**config.mk**
```make
export PLATFORM = sky130hd
export DESIGN_NAME = farm_sensor_conditioner
export DESIGN_NICKNAME = d
export VERILOG_FILES = /design/src/rtl/traffic_pkg.sv /design/src/rtl/sync_2ff.sv /design/src/rtl/farm_sensor_conditioner.sv
export SDC_FILE = /design/constraint.sdc
export NUM_CORES = 1
export LEC_CHECK = 0
export ABC_AREA = 1
export CORE_MARGIN = 3
export CORE_UTILIZATION = 55
export CTS_CLUSTER_DIAMETER = 150
export DETAILED_ROUTE_END_ITERATION = 6
export PLACE_DENSITY_LB_ADDON = 0.1
export REMOVE_ABC_BUFFERS = 1
export SYNTH_ARGS = -nofsm -noshare
export SYNTH_HDL_FRONTEND = slang
export SYNTH_SLANG_ARGS = --single-unit
```
**constraint.sdc**
```tcl
create_clock -name clk -period 1.6 [get_ports clk]
set_input_delay 0.32 -clock clk [delete_from_list [all_inputs] [get_ports clk]]
set_output_delay 0.32 -clock clk [all_outputs]
set_load 0.01 [all_outputs]
```
**src/rtl/traffic_pkg.sv**
```systemverilog
// Shared definitions for the traffic light controller and its farm-road sensor front end.
// The lamp encodings are one-hot and are used for both the highway and the farm road.
package traffic_pkg;

  localparam logic [2:0] LAMP_GREEN  = 3'b001;
  localparam logic [2:0] LAMP_YELLOW = 3'b010;
  localparam logic [2:0] LAMP_RED    = 3'b100;

  typedef enum logic [2:0] {
    ST_IDLE,
    ST_QUALIFY,
    ST_PRESENT,
    ST_RELEASE,
    ST_HOLD
  } sensor_state_t;

  function automatic logic is_green(input logic [2:0] lamp);
    return lamp == LAMP_GREEN;
  endfunction

endpackage

```
**src/rtl/sync_2ff.sv**
```systemverilog
// Two-flop synchroniser for a single asynchronous level.
// Reset is synchronous and active-high; both stages clear to 0.
module sync_2ff (
  input  logic clk,
  input  logic reset,
  input  logic d,
  output logic q
);

  logic meta_reg;
  logic sync_reg;

  always_ff @(posedge clk) begin
    if (reset) begin
      meta_reg <= 1'b0;
      sync_reg <= 1'b0;
    end else begin
      meta_reg <= d;
      sync_reg <= meta_reg;
    end
  end

  assign q = sync_reg;

endmodule

```
**src/rtl/farm_sensor_conditioner.sv**
```systemverilog
// Debounces the farm-road vehicle loop and latches the request until the farm road has
// been shown green. Also counts qualified arrivals and flags a loop that stays occupied.
module farm_sensor_conditioner
  import traffic_pkg::*;
#(
  parameter int DEBOUNCE  = 4,
  parameter int STUCK_CYC = 1000,
  parameter int CNT_W     = 8
) (
  input  logic             clk,
  input  logic             reset,
  input  logic             loop_raw,
  input  logic [2:0]       farm,
  output logic             sensor,
  output logic [CNT_W-1:0] car_count,
  output logic             stuck
);

  localparam int QW = $clog2(DEBOUNCE + 1);
  localparam int DW = $clog2(STUCK_CYC + 1);
  localparam logic [QW-1:0] QUAL_LAST = QW'(DEBOUNCE - 1);
  localparam logic [DW-1:0] STUCK_LAST = DW'(STUCK_CYC - 1);

  logic          loop_s;
  logic          green;
  sensor_state_t state_reg;
  logic [QW-1:0] cnt_reg;
  logic [DW-1:0] dwell_reg;
  logic          served_reg;
  logic          sensor_reg;
  logic [CNT_W-1:0] count_reg;
  logic          stuck_reg;

  sync_2ff u_sync (
    .clk   (clk),
    .reset (reset),
    .d     (loop_raw),
    .q     (loop_s)
  );

  assign green = is_green(farm);

  always_ff @(posedge clk) begin
    if (reset) begin
      state_reg  <= ST_IDLE;
      cnt_reg    <= '0;
      served_reg <= 1'b0;
      sensor_reg <= 1'b0;
      count_reg  <= '0;
    end else begin
      case (state_reg)
        ST_IDLE: begin
          if (loop_s) begin
            state_reg <= ST_QUALIFY;
            cnt_reg   <= QW'(1);
          end
        end
        ST_QUALIFY: begin
          if (!loop_s) begin
            state_reg <= ST_IDLE;
            cnt_reg   <= '0;
          end else if (cnt_reg == QUAL_LAST) begin
            state_reg  <= ST_PRESENT;
            sensor_reg <= 1'b1;
            served_reg <= 1'b0;
            cnt_reg    <= '0;
            if (count_reg != '1)
              count_reg <= count_reg + 1'b1;
          end else begin
            cnt_reg <= cnt_reg + 1'b1;
          end
        end
        ST_PRESENT: begin
          if (green)
            served_reg <= 1'b1;
          if (!loop_s) begin
            state_reg <= ST_RELEASE;
            cnt_reg   <= QW'(1);
          end
        end
        ST_RELEASE: begin
          if (green)
            served_reg <= 1'b1;
          if (loop_s) begin
            // Loop bounced back on: same vehicle, keep the served history.
            state_reg <= ST_PRESENT;
            cnt_reg   <= '0;
          end else if (cnt_reg == QUAL_LAST) begin
            cnt_reg <= '0;
            if (served_reg || green) begin
              state_reg  <= ST_IDLE;
              sensor_reg <= 1'b0;
            end else begin
              state_reg <= ST_HOLD;
            end
          end else begin
            cnt_reg <= cnt_reg + 1'b1;
          end
        end
        ST_HOLD: begin
          if (green) begin
            state_reg  <= ST_IDLE;
            sensor_reg <= 1'b0;
          end
        end
        default: begin
          state_reg  <= ST_IDLE;
          cnt_reg    <= '0;
          sensor_reg <= 1'b0;
        end
      endcase
    end
  end

  // Dwell only accumulates across an unbroken PRESENT stay; stuck is sticky until reset.
  always_ff @(posedge clk) begin
    if (reset) begin
      dwell_reg <= '0;
      stuck_reg <= 1'b0;
    end else if (state_reg == ST_PRESENT) begin
      if (dwell_reg != '1)
        dwell_reg <= dwell_reg + 1'b1;
      if (dwell_reg >= STUCK_LAST)
        stuck_reg <= 1'b1;
    end else begin
      dwell_reg <= '0;
    end
  end

  assign sensor    = sensor_reg;
  assign car_count = count_reg;
  assign stuck     = stuck_reg;

endmodule
```
==> After elaboration in Yosys (flattened, before gate mapping) <==
Cells that the tools add are included.
{ "classes": {"magnitude_cmp": 1, "n_div": 0, "eq_ne": 19, "n_mux": 25, "shift": 0, "bitwise_logic": 3, "add_sub_neg": 3, "n_reduce_logical": 12, "multipliers": 0} }
{ "ops": {"columns": ["op", "count"], "rows": [
  ["2-to-1 mux 3 bit", 12],
  ["case mux 3 bit (5 select lines)", 2],
  ["inequality test 2 bit, second input constant", 6],
  ["adder 10 x 1 -> 10 bit, second input constant", 1],
  [">= comparator 10 bit, second input constant", 1],
  ["inequality test 10 bit, second input constant", 1],
  ["equality test 3 x 2 -> 1 bit, second input constant", 3],
  ["2-to-1 mux 1 bit", 9],
  ["adder 8 x 1 -> 8 bit, second input constant", 1],
  ["inequality test 8 bit, second input constant", 1],
  ["AND reduction 4 bit", 2],
  ["AND reduction 7 bit", 1],
  ["equality test 3 x 1 -> 1 bit, second input constant", 2],
  ["inequality test 2 x 1 -> 1 bit, second input constant", 3],
  ["OR reduction 2 bit", 3],
  ["AND reduction 5 bit", 1],
  ["case mux 1 bit (4 select lines)", 1],
  ["adder 3 x 1 -> 3 bit, second input constant", 1],
  ["equality test 3 bit, second input constant", 1],
  ["logical NOT 3 bit", 1],
  ["inequality test 3 x 2 -> 1 bit, second input constant", 1],
  ["inequality test 3 bit, second input constant", 1],
  ["NOT 1 bit", 3],
  ["AND reduction 3 bit", 1],
  ["other kinds (4)", 4]
]} }
{ "totals": {"ramBits": 0, "inputBits": 6, "regBits": 29, "latchBits": 0, "mem_count": 0, "out_inout_bits": 10, "elab_cells": 72, "rom_bits": 0} }

==> Depth between registers and ports, before layout <==
Gate-level depths: netlist of the first run.
{ "logic_depth": {"ltp_word": 6, "ltp_mapped": 10, "depth_no_buf": 9} }

==> By module <==
From an unflattened synthesis of the first run, not the netlist that was laid out.
{ "unflattened": {"hier_cells": 222, "area_unflattened_um2": 1481.4} }
{ "by_module_without_submodules": {"columns": ["module", "area_each_um2", "instances", "cells_each"], "rows": [
  ["farm_sensor_conditioner", 1426.4, 1, 216],
  ["sync_2ff", 55.1, 1, 6]
]} }

==> Worst setup path after synthesis of the first run <==
No wires, ideal clock.
{ "synth_path": {"path_type": "flip-flop to flip-flop", "from": "reg dwell_reg[0]", "to": "reg dwell_reg[4]", "path_stages_with_launch": 10, "period_less_slack_ps": 1334, "n_path_buf": 0, "t_required_ps": 1485, "setup_ps": 115, "arrival_time_ps": 1219, "setup_slack_ps": 266, "path_cell_list": "dfxtp_1 -> ha_1 -> nand2_1 -> inv_1 -> nand2_1 -> nor2_4 -> nand2_1 -> nand3_1 -> o21ai_0 -> inv_1"} }
{ "synth_via": {"elab_chain_len": 1, "elab_cells_between_ends": 2, "cone_classes": "1 x add/sub; 1 x eq/ne"} }
{ "synth_lines": {"columns": ["item", "line_no", "source"], "rows": [
  ["start: declaration", "farm_sensor_conditioner.sv:28", "logic [DW-1:0] dwell_reg;"],
  ["start signal: assignment", "farm_sensor_conditioner.sv:122", "dwell_reg <= dwell_reg + 1'b1;"],
  ["adder 10 x 1 -> 10 bit or inequality test 10 bit (tied branches)", "farm_sensor_conditioner.sv:122, farm_sensor_conditioner.sv:121", null]
]} }
Several ways; a longest one is shown, not always the timed one.
A chain may end at the register's enable or synchronous reset.

==> Worst setup path in the final report of the first run <==
{ "layout_path": {"from": "reg count_reg[2] (netlist: car_count[2])", "to": "out car_count[2]"} }
{ "layout_rtl": {"columns": ["item", "line_no", "source"], "rows": [
  ["start: declaration", "farm_sensor_conditioner.sv:31", "logic [CNT_W-1:0] count_reg;"],
  ["start signal: assignment", "farm_sensor_conditioner.sv:68", "count_reg <= count_reg + 1'b1;"],
  ["end: declaration", "farm_sensor_conditioner.sv:15", "output logic [CNT_W-1:0] car_count,"]
]} }
No word-level cell between the ends.

==> metrics.md, run 1 <==
| Metric | Value |
|---|---|
| Clk root buf | `clkbuf_4` |
| Static leakage | `0.908 nW` |
| Clk buf depth | `2` |
| First-pass GRT wire length | `5.29 mm` |
| Share of the synthesized area in the top cell type | `37.4%` |
| Antenna violations before repair | `0` |
| Drt pass-1 iters | `4` |
| R2R cell count | `8` |
| Pins Over Slew Limit | `0` |
| Crit path max fanout | `2` |
| Ys flop type | `dfxtp_1` |
| DR vias | `1488` |
| GRT overflow | `0` |
| Antenna-violating nets left | `0` |
| Status | `complete, no violations` |
| Largest net degree at the start of global routing | `14` |
| Post-synthesis sequential area ratio | `37.4%` |
| Critical path class | `reg -> out` |
| Die Area | `3500 sq um` |
| Iter 0 DRT Violations | `70` |
| Post-Route WL | `3.28 mm` |
| Slew @ Worst Pin | `0.311 ns` |
| Synth Area per Inst | `6.64 sq um` |
| Max Cap Viol | `0` |
| Synth Register Bits | `29` |
| Setup violators final | `0` |
| Clk slew on worst S/H paths | `0.09 ns` |
| Syn Std Cell Area | `1550 sq um` |
| Post-synth top area cell | `dfxtp_1` |
| Hold Fails Final Rpt | `0` |
| Post-synth cell types | `23` |
| Starting Density | `60.0%` |
| Top delay family on crit path | `buffers and inverters` |
| CP cell instances | `clkdlybuf4s50_1` |
| Crit end category | `output pin` |
| Die height | `59.1 um` |
| Post CTS Setup Buffer Count | `0` |
| Min Tclk post-route | `1.56 ns` |
| Period utilization | `97.3%` |
| Inserted Clock Buffers | `5` |
| Post-synth EDFFs | `0` |
| GR Util All Layers | `20.1%` |
| Layout cells sized above 1 | `13.7%` |
| WL per Instance | `11.2 um` |
| Worst Hold Class | `reg -> reg` |
| DRC | `0` |
| Vias in the first global route | `1275` |
| Syn-to-layout area delta | `21.5%` |
| Clock sink count | `29` |
| Clock latency on the worst-skew pair | `0.33 ns` |
| Ys async rst share | `0%` |
| Placed Instances | `284` |
| Critical Path AT | `1.24 ns` |
| CTS tree | `yes` |
| Final setup TNS | `0 ns` |
| Final #Nets | `271` |
| Max reg flops | `10` |
| RSZ-0062 raised after global routing | `no` |
| Routability Congestion | `0.907` |
| Cells after synthesis | `234` |
| Cell Pwr Density | `1150 nW/um^2` |
| Worst EP required | `1.28 ns` |
| CTS H-tree lvls | `2` |
| Io pins | `16` |
| Critical-path top delay cell | `clkdlybuf4s50_1` |
| Detail Placement HPWL | `2.34 mm` |
| Crit. path cell count | `1` |
| N_diodes | `0` |
| Hold depth | `2` |
| Die Width | `59.1 um` |
| Num rows | `18` |
| Port Buf Inserts | `15` |
| Clock skew | `0.00376 ns` |
| CP Launch Type | `register` |
| Core area | `2590 sq um` |
| Fmax | `642 MHz` |
| Yosys warnings | `0` |
| Non-filler cells, final | `293` |
| Area contributors post-synth | `dfxtp_1 37%, nand2_1 17%, nor2_1 8.0%` |
| Sum of buffers and inverters on the critical path | `1` |
| Peak supply drop | `1.04 mV` |
| Vias per inst | `5.08` |
| Slew HR | `79.2%` |
| CP max stage delay | `0.55 ns` |
-- cell type report --
class                           instances  area (sq um)
Clock buffer                            7          55.1
Clock inverter                          1          30.0
Multi-Input combinational cell        171           843
Sequential cell                        29           587
Fill cell                             223           703
Timing Repair Buffer                   22           210
Inverter                               33           124
Tap cell                               30          37.5
-- tightest hold or removal path, cell delays in order, from the launching register on --
cell and delay [ns]:
dfxtp_1 0.31, inv_1 0.04, nor2_1 0.03
-- metrics by stage --
stage	cell area (sq um)	hold WS (ns)	setup slack, ns	utilization (%)	power (mW)
detailed placement	1780	0.398	0.0780	68.8	1.54
floorplan	1540	0.388	0.266	-	1.37
CTS	1870	0.411	0.0103	72.2	2.17
global route	1890	0.435	0.0101	72.9	2.31
global placement	1780	0.393	0.101	68.8	1.54
finish	1890	0.410	0.0428	72.9	2.16
-- power breakdown --
group	total, mW	switching (mW)	internal (mW)
clock network	0.627	0.254	0.373
logic	0.654	0.399	0.255
registers	0.883	0.0889	0.795
-- repair_timing --
| action | in CTS | in global routing |
|---|---|---|
| pin swaps | 0 | 1 |
| gates cloned | 0 | 1 |
| resized for setup | 6 | 6 |
| hold buffers | 0 | 0 |
| endpoints found under the setup margin | 6 | 7 |
-- layout by cell type (no fill, tap or decap), types with 2 or more instances in the layout --
cell type,instances
a21oi_1,14
a31oi_1,2
buf_4,7
clkbuf_4,5
clkdlybuf4s50_1,9
dfxtp_1,24
dfxtp_2,5
dlygate4sd2_1,2
dlymetal6s2s_1,4
ha_1,3
inv_1,29
inv_2,4
nand2_1,69
nand2_2,2
nand3_1,11
nand3_2,2
nand3b_1,3
nand4_1,6
nor2_1,33
nor2_2,4
nor2_4,2
o21ai_0,7
o21ai_2,2
xnor2_1,5
xor2_1,3
-- cell usage after synthesis (4+ instances only) --
master   count
nand2_1     69
nor2_1      33
dfxtp_1     29
inv_1       29
a21oi_1     14
nand3_1     11
o21ai_0      8
nand4_1      6
xnor2_1      5
inv_2        4
-- kinds of logic after synthesis --
kind of cell / after synthesis / synth area share, %
AO/OA/AOI/OAI: 27 / 9.51
XOR/XNOR: 8 / 4.51
buffers and inverters: 35 / 8.70
adder cells (fa/ha/maj): 3 / 2.42
AND/OR/NAND/NOR: 132 / 37.5
flip-flops: 29 / 37.4
-- worst paths after layout --
path | from | end | slack, ns
hold reg to reg | u_sync.meta_reg | u_sync.q | 0.41
setup reg to reg | cnt_reg[0] | car_count[1] | 0.13
setup / recovery | car_count[2] | car_count[2] | 0.04
hold / removal | u_sync.meta_reg | u_sync.q | 0.41
-- per-layer routing --
metal	GRT usage, %	share of wire (%)	vias up
met2	29.5	42	38
met4	9.71	1.6	0
met1	26.9	50	643
met3	5.88	6.0	8
li1	-	-	799
met5	0	0	-
Note: power is estimated with default switching activity, not from simulation.
==> inputs of run 2 (changes only) <==
--- a/config.mk
+++ b/config.mk
@@ -16,2 +16,3 @@
 export SYNTH_HDL_FRONTEND = slang
+export SYNTH_HIERARCHICAL = 1
 export SYNTH_SLANG_ARGS = --single-unit
--- a/constraint.sdc
+++ b/constraint.sdc
@@ -3,2 +3,2 @@
 set_output_delay 0.32 -clock clk [all_outputs]
-set_load 0.01 [all_outputs]
+set_load 0.1 [all_outputs]
==> metrics.md, run 2 <==
| Metric | Value |
|---|---|
| Dpl ws | `0.0552 ns (-0.0228 ns)` |
| Drt pass-1 iters | `4 (unchanged)` |
| Starting Density | `58.7% (-1.2 points)` |
| Die Width | `57.9 um (-2.1%)` |
| DR vias | `1438 (-3.4%)` |
| Complex-gate fraction of the synthesized area | `11.7% (+2.1 points)` |
| Die Area | `3350 sq um (-4.1%)` |
| Vias in the first global route | `1408 (+10%)` |
| Post-synthesis sequential area ratio | `39.2% (+1.8 points)` |
| Final #Nets | `258 (-4.8%)` |
| Combinational family with the most area after synthesis | `simple AND/OR/NAND/NOR gates` |
| Post-Route WL | `3.31 mm (+1.0%)` |
| Max Cap Viol | `0 (unchanged)` |
| Sw Pwr | `0.670 mW (-9.7%)` |
| Clock latency on the worst-skew pair | `0.34 ns (about the same)` |
| Logic gate share of total power | `29.1% (-1.1 points)` |
| Clock power share | `24.6% (-4.4 points)` |
| Area contributors post-synth | `dfxtp_1 39%, nand2_1 13%, inv_1 8.6%` |
| Simple-gate share of the synthesized area | `33.9% (-3.6 points)` |
| GR Util All Layers | `22.6% (+2.5 points)` |
| Net Sw Frac | `37.3% (+3.1 points)` |
| CTS Hold Bufs | `0 (unchanged)` |
| Synth Area per Inst | `6.67 sq um (+0.56%)` |
| Syn-to-layout area delta | `26.5%` |
| Commonest non-fill, non-tap cell in the layout | `nand2_1` |
| Smallest hold slack | `0.430 ns (+0.0203 ns)` |
| Crit end category | `register` |
| CP Launch Type | `register` |
| Clock sink count | `29 (unchanged)` |
| XOR/XNOR Fraction of Synth Area | `2.36% (-2.1 points)` |
| Post CTS Setup Buffer Count | `0 (unchanged)` |
| Crit path max fanout | `4 (+2)` |
| Pins Over Slew Limit | `0 (unchanged)` |
| Inserted Clock Buffers | `5 (unchanged)` |
| First-pass GRT wire length | `5.83 mm (+10%)` |
| Period utilization | `91.4% (-5.9 points)` |
| Iter 0 DRT Violations | `100 (+43%)` |
| Clk slew on worst S/H paths | `0.10 ns (about the same)` |
| Tot Pwr | `1.79 mW (-17%)` |
| Clk buf depth | `2 (unchanged)` |
| Max reg flops | `10 (unchanged)` |
| Worst EP required | `1.84 ns (+0.56 ns)` |
| Ys flop type | `dfxtp_1` |
| Post-synth top area cell | `dfxtp_1` |
| GRT overflow | `0 (unchanged)` |
| Die height | `57.9 um (-2.1%)` |
| Min Tclk post-route | `1.46 ns (-0.0940 ns)` |
| Ys async rst share | `0% (unchanged)` |
| Cells after synthesis | `222 (-5.1%)` |
| DRC | `0 (unchanged)` |
| R2R Setup Slk | `0.14 ns (about the same)` |
| Port Buf Inserts | `15 (unchanged)` |
| Post-synth cell types | `26 (+13%)` |
| Syn Std Cell Area | `1480 sq um (-4.6%)` |
| Mux share of post-synthesis cell area | `0% (unchanged)` |
| Share of the synthesized area in the top cell type | `39.2% (+1.8 points)` |
| Yosys warnings | `6 (+6)` |
| Critical path class | `reg -> reg` |
| Fmax | `683 MHz (+6.4%)` |
| Layout cells sized above 1 | `15.6% (+1.9 points)` |
| Detail Placement HPWL | `2.49 mm (+6.5%)` |
| Synth Register Bits | `29 (unchanged)` |
| Antenna violations before repair | `0 (unchanged)` |
| Post-synth EDFFs | `0 (unchanged)` |
| Vias per inst | `5.14 (+1.1%)` |
| Peak supply drop | `0.776 mV (-25%)` |
| Core area | `2520 sq um (-2.6%)` |
| Setup violators final | `0 (unchanged)` |
| CTS H-tree lvls | `2 (unchanged)` |
| Clk root buf | `clkbuf_4` |
| Worst Hold Class | `reg -> reg` |
| Final setup TNS | `0 ns (unchanged)` |
| Seq pwr share | `46.3% (+5.5 points)` |
| WL per Instance | `11.8 um (+5.7%)` |
| CTS tree | `yes` |
| Io pins | `16 (unchanged)` |
| Post-synth top cells | `53 x nand2_1, 34 x inv_1, 29 x dfxtp_1` |
| Antenna-violating nets left | `0 (unchanged)` |
| Count leader, synth | `nand2_1` |
| Clock skew | `0.00720 ns (+0.00344 ns)` |
| Largest net degree at the start of global routing | `11 (-3)` |
| Cell Pwr Density | `957 nW/um^2 (-17%)` |
| N_diodes | `0 (unchanged)` |
| Static leakage | `0.869 nW (-4.3%)` |
| Slew HR | `75.9% (-3.3 points)` |
| Hold depth | `2 (unchanged)` |
| Routability Congestion | `0.976 (+7.5%)` |
| Fin worst setup slack | `0.137 ns (+0.0940 ns)` |
| Critical Path AT | `1.70 ns (+0.46 ns)` |
| Num rows | `18 (unchanged)` |
| R2R cell count | `8 (unchanged)` |
| Hold Fails Final Rpt | `0 (unchanged)` |
| Non-filler cells, final | `280 (-4.4%)` |
| Placed Instances | `272 (-4.2%)` |
| Slew @ Worst Pin | `0.360 ns (+0.0489 ns)` |
| Most frequent cells in the layout | `53 x nand2_1, 34 x inv_1, 29 x dfxtp_1` |
| P_int | `1.12 mW (-21%)` |
| Adder-cell share of the synthesized area | `2.53% (+0.12 points)` |
| Status | `complete, no violations` |
run 2: cell types whose count changed in the layout (fill, tap and decap cells not counted), moves of 4 or more:
cell             change
buf_12              +10
clkdlybuf4s50_1      -4
dfxtp_1              +5
dfxtp_2              -5
dlymetal6s2s_1       -4
inv_1                +5
nand2_1             -16
nand3_1              +7
nor2_1               -8
xnor2_1              -4
run 2: per-layer routing:
metal | global-route usage, % | vias to the layer above | share of wire [%] | routed length (um)
met5 | 0 | - | 0 | 0
met4 | 13.6 | 0 | 2.2 | 72
met3 | 8.02 | 10 | 6.1 | 201
met2 | 35.6 | 43 | 45 | 1500
met1 | 26.4 | 625 | 46 | 1530
li1 | - | 760 | - | -
run 2: power groups by stage:
| stage | clock network (mW) | registers, mW | logic, mW |
|---|---|---|---|
| floorplan | 0 | 0.889 | 0.319 |
| global route | 0.487 | 0.838 | 0.582 |
| finish | 0.441 | 0.830 | 0.522 |
| detailed placement | 0 | 0.845 | 0.517 |
| global placement | 0 | 0.841 | 0.494 |
| CTS | 0.453 | 0.827 | 0.519 |
run 2: area by class of cell:
cell class	instances	area [sq um]
multi-input cells	153	757
fillers	209	648
flip-flops and latches	29	581
repair buffers	21	295
inverters	39	149
clock buffers	5	37.5
well taps	30	37.5
clock inverters	3	17.5
run 2: worst max-delay path, cell delays in order (launching register included):
cell     delay, ns
dfxtp_1       0.39
ha_1          0.22
nand3_1       0.17
inv_1         0.11
nand2_1       0.11
nor2_4        0.14
nor2_1        0.06
o21ai_1       0.11
inv_1         0.05
run 2: through the flow:
step | util [%] | instance area (sq um)
detailed placement | 71.7 | 1810
floorplan | - | 1480
CTS | 73.9 | 1860
global placement | 71.7 | 1810
global route | 74.3 | 1870
finish | 74.3 | 1870
run 2: repair_timing:
item / CTS / global route
setup endpoints to repair: 0 / 1
endpoints found under the hold margin: 0 / 0
resized for setup: 0 / 2
run 2: final timing paths:
| path | from | endpoint |
|---|---|---|
| min reg2reg | u_sync/meta_reg | u_sync/q |
| max reg2reg | dwell_reg[0] | dwell_reg[5] |
| min | u_sync/meta_reg | u_sync/q |
| max | dwell_reg[0] | dwell_reg[5] |
run 2: kinds of logic (layout without fill, tap and decap cells):
| family | Yosys count | in the layout |
|---|---|---|
| buffers and inverters | 40 | 68 |
| flip-flops | 29 | 29 |
| XOR/XNOR | 4 | 4 |
| AND/OR/NAND/NOR | 114 | 114 |
| AO/OA/AOI/OAI | 32 | 32 |
| adder cells (fa/ha/maj) | 3 | 3 |
==> inputs of run 3 (changes only) <==
SKIP_CTS_REPAIR_TIMING = 1   (was unset)
==> results of run 3 <==
Final layout, timing and power as in run 2 (identical DEF).
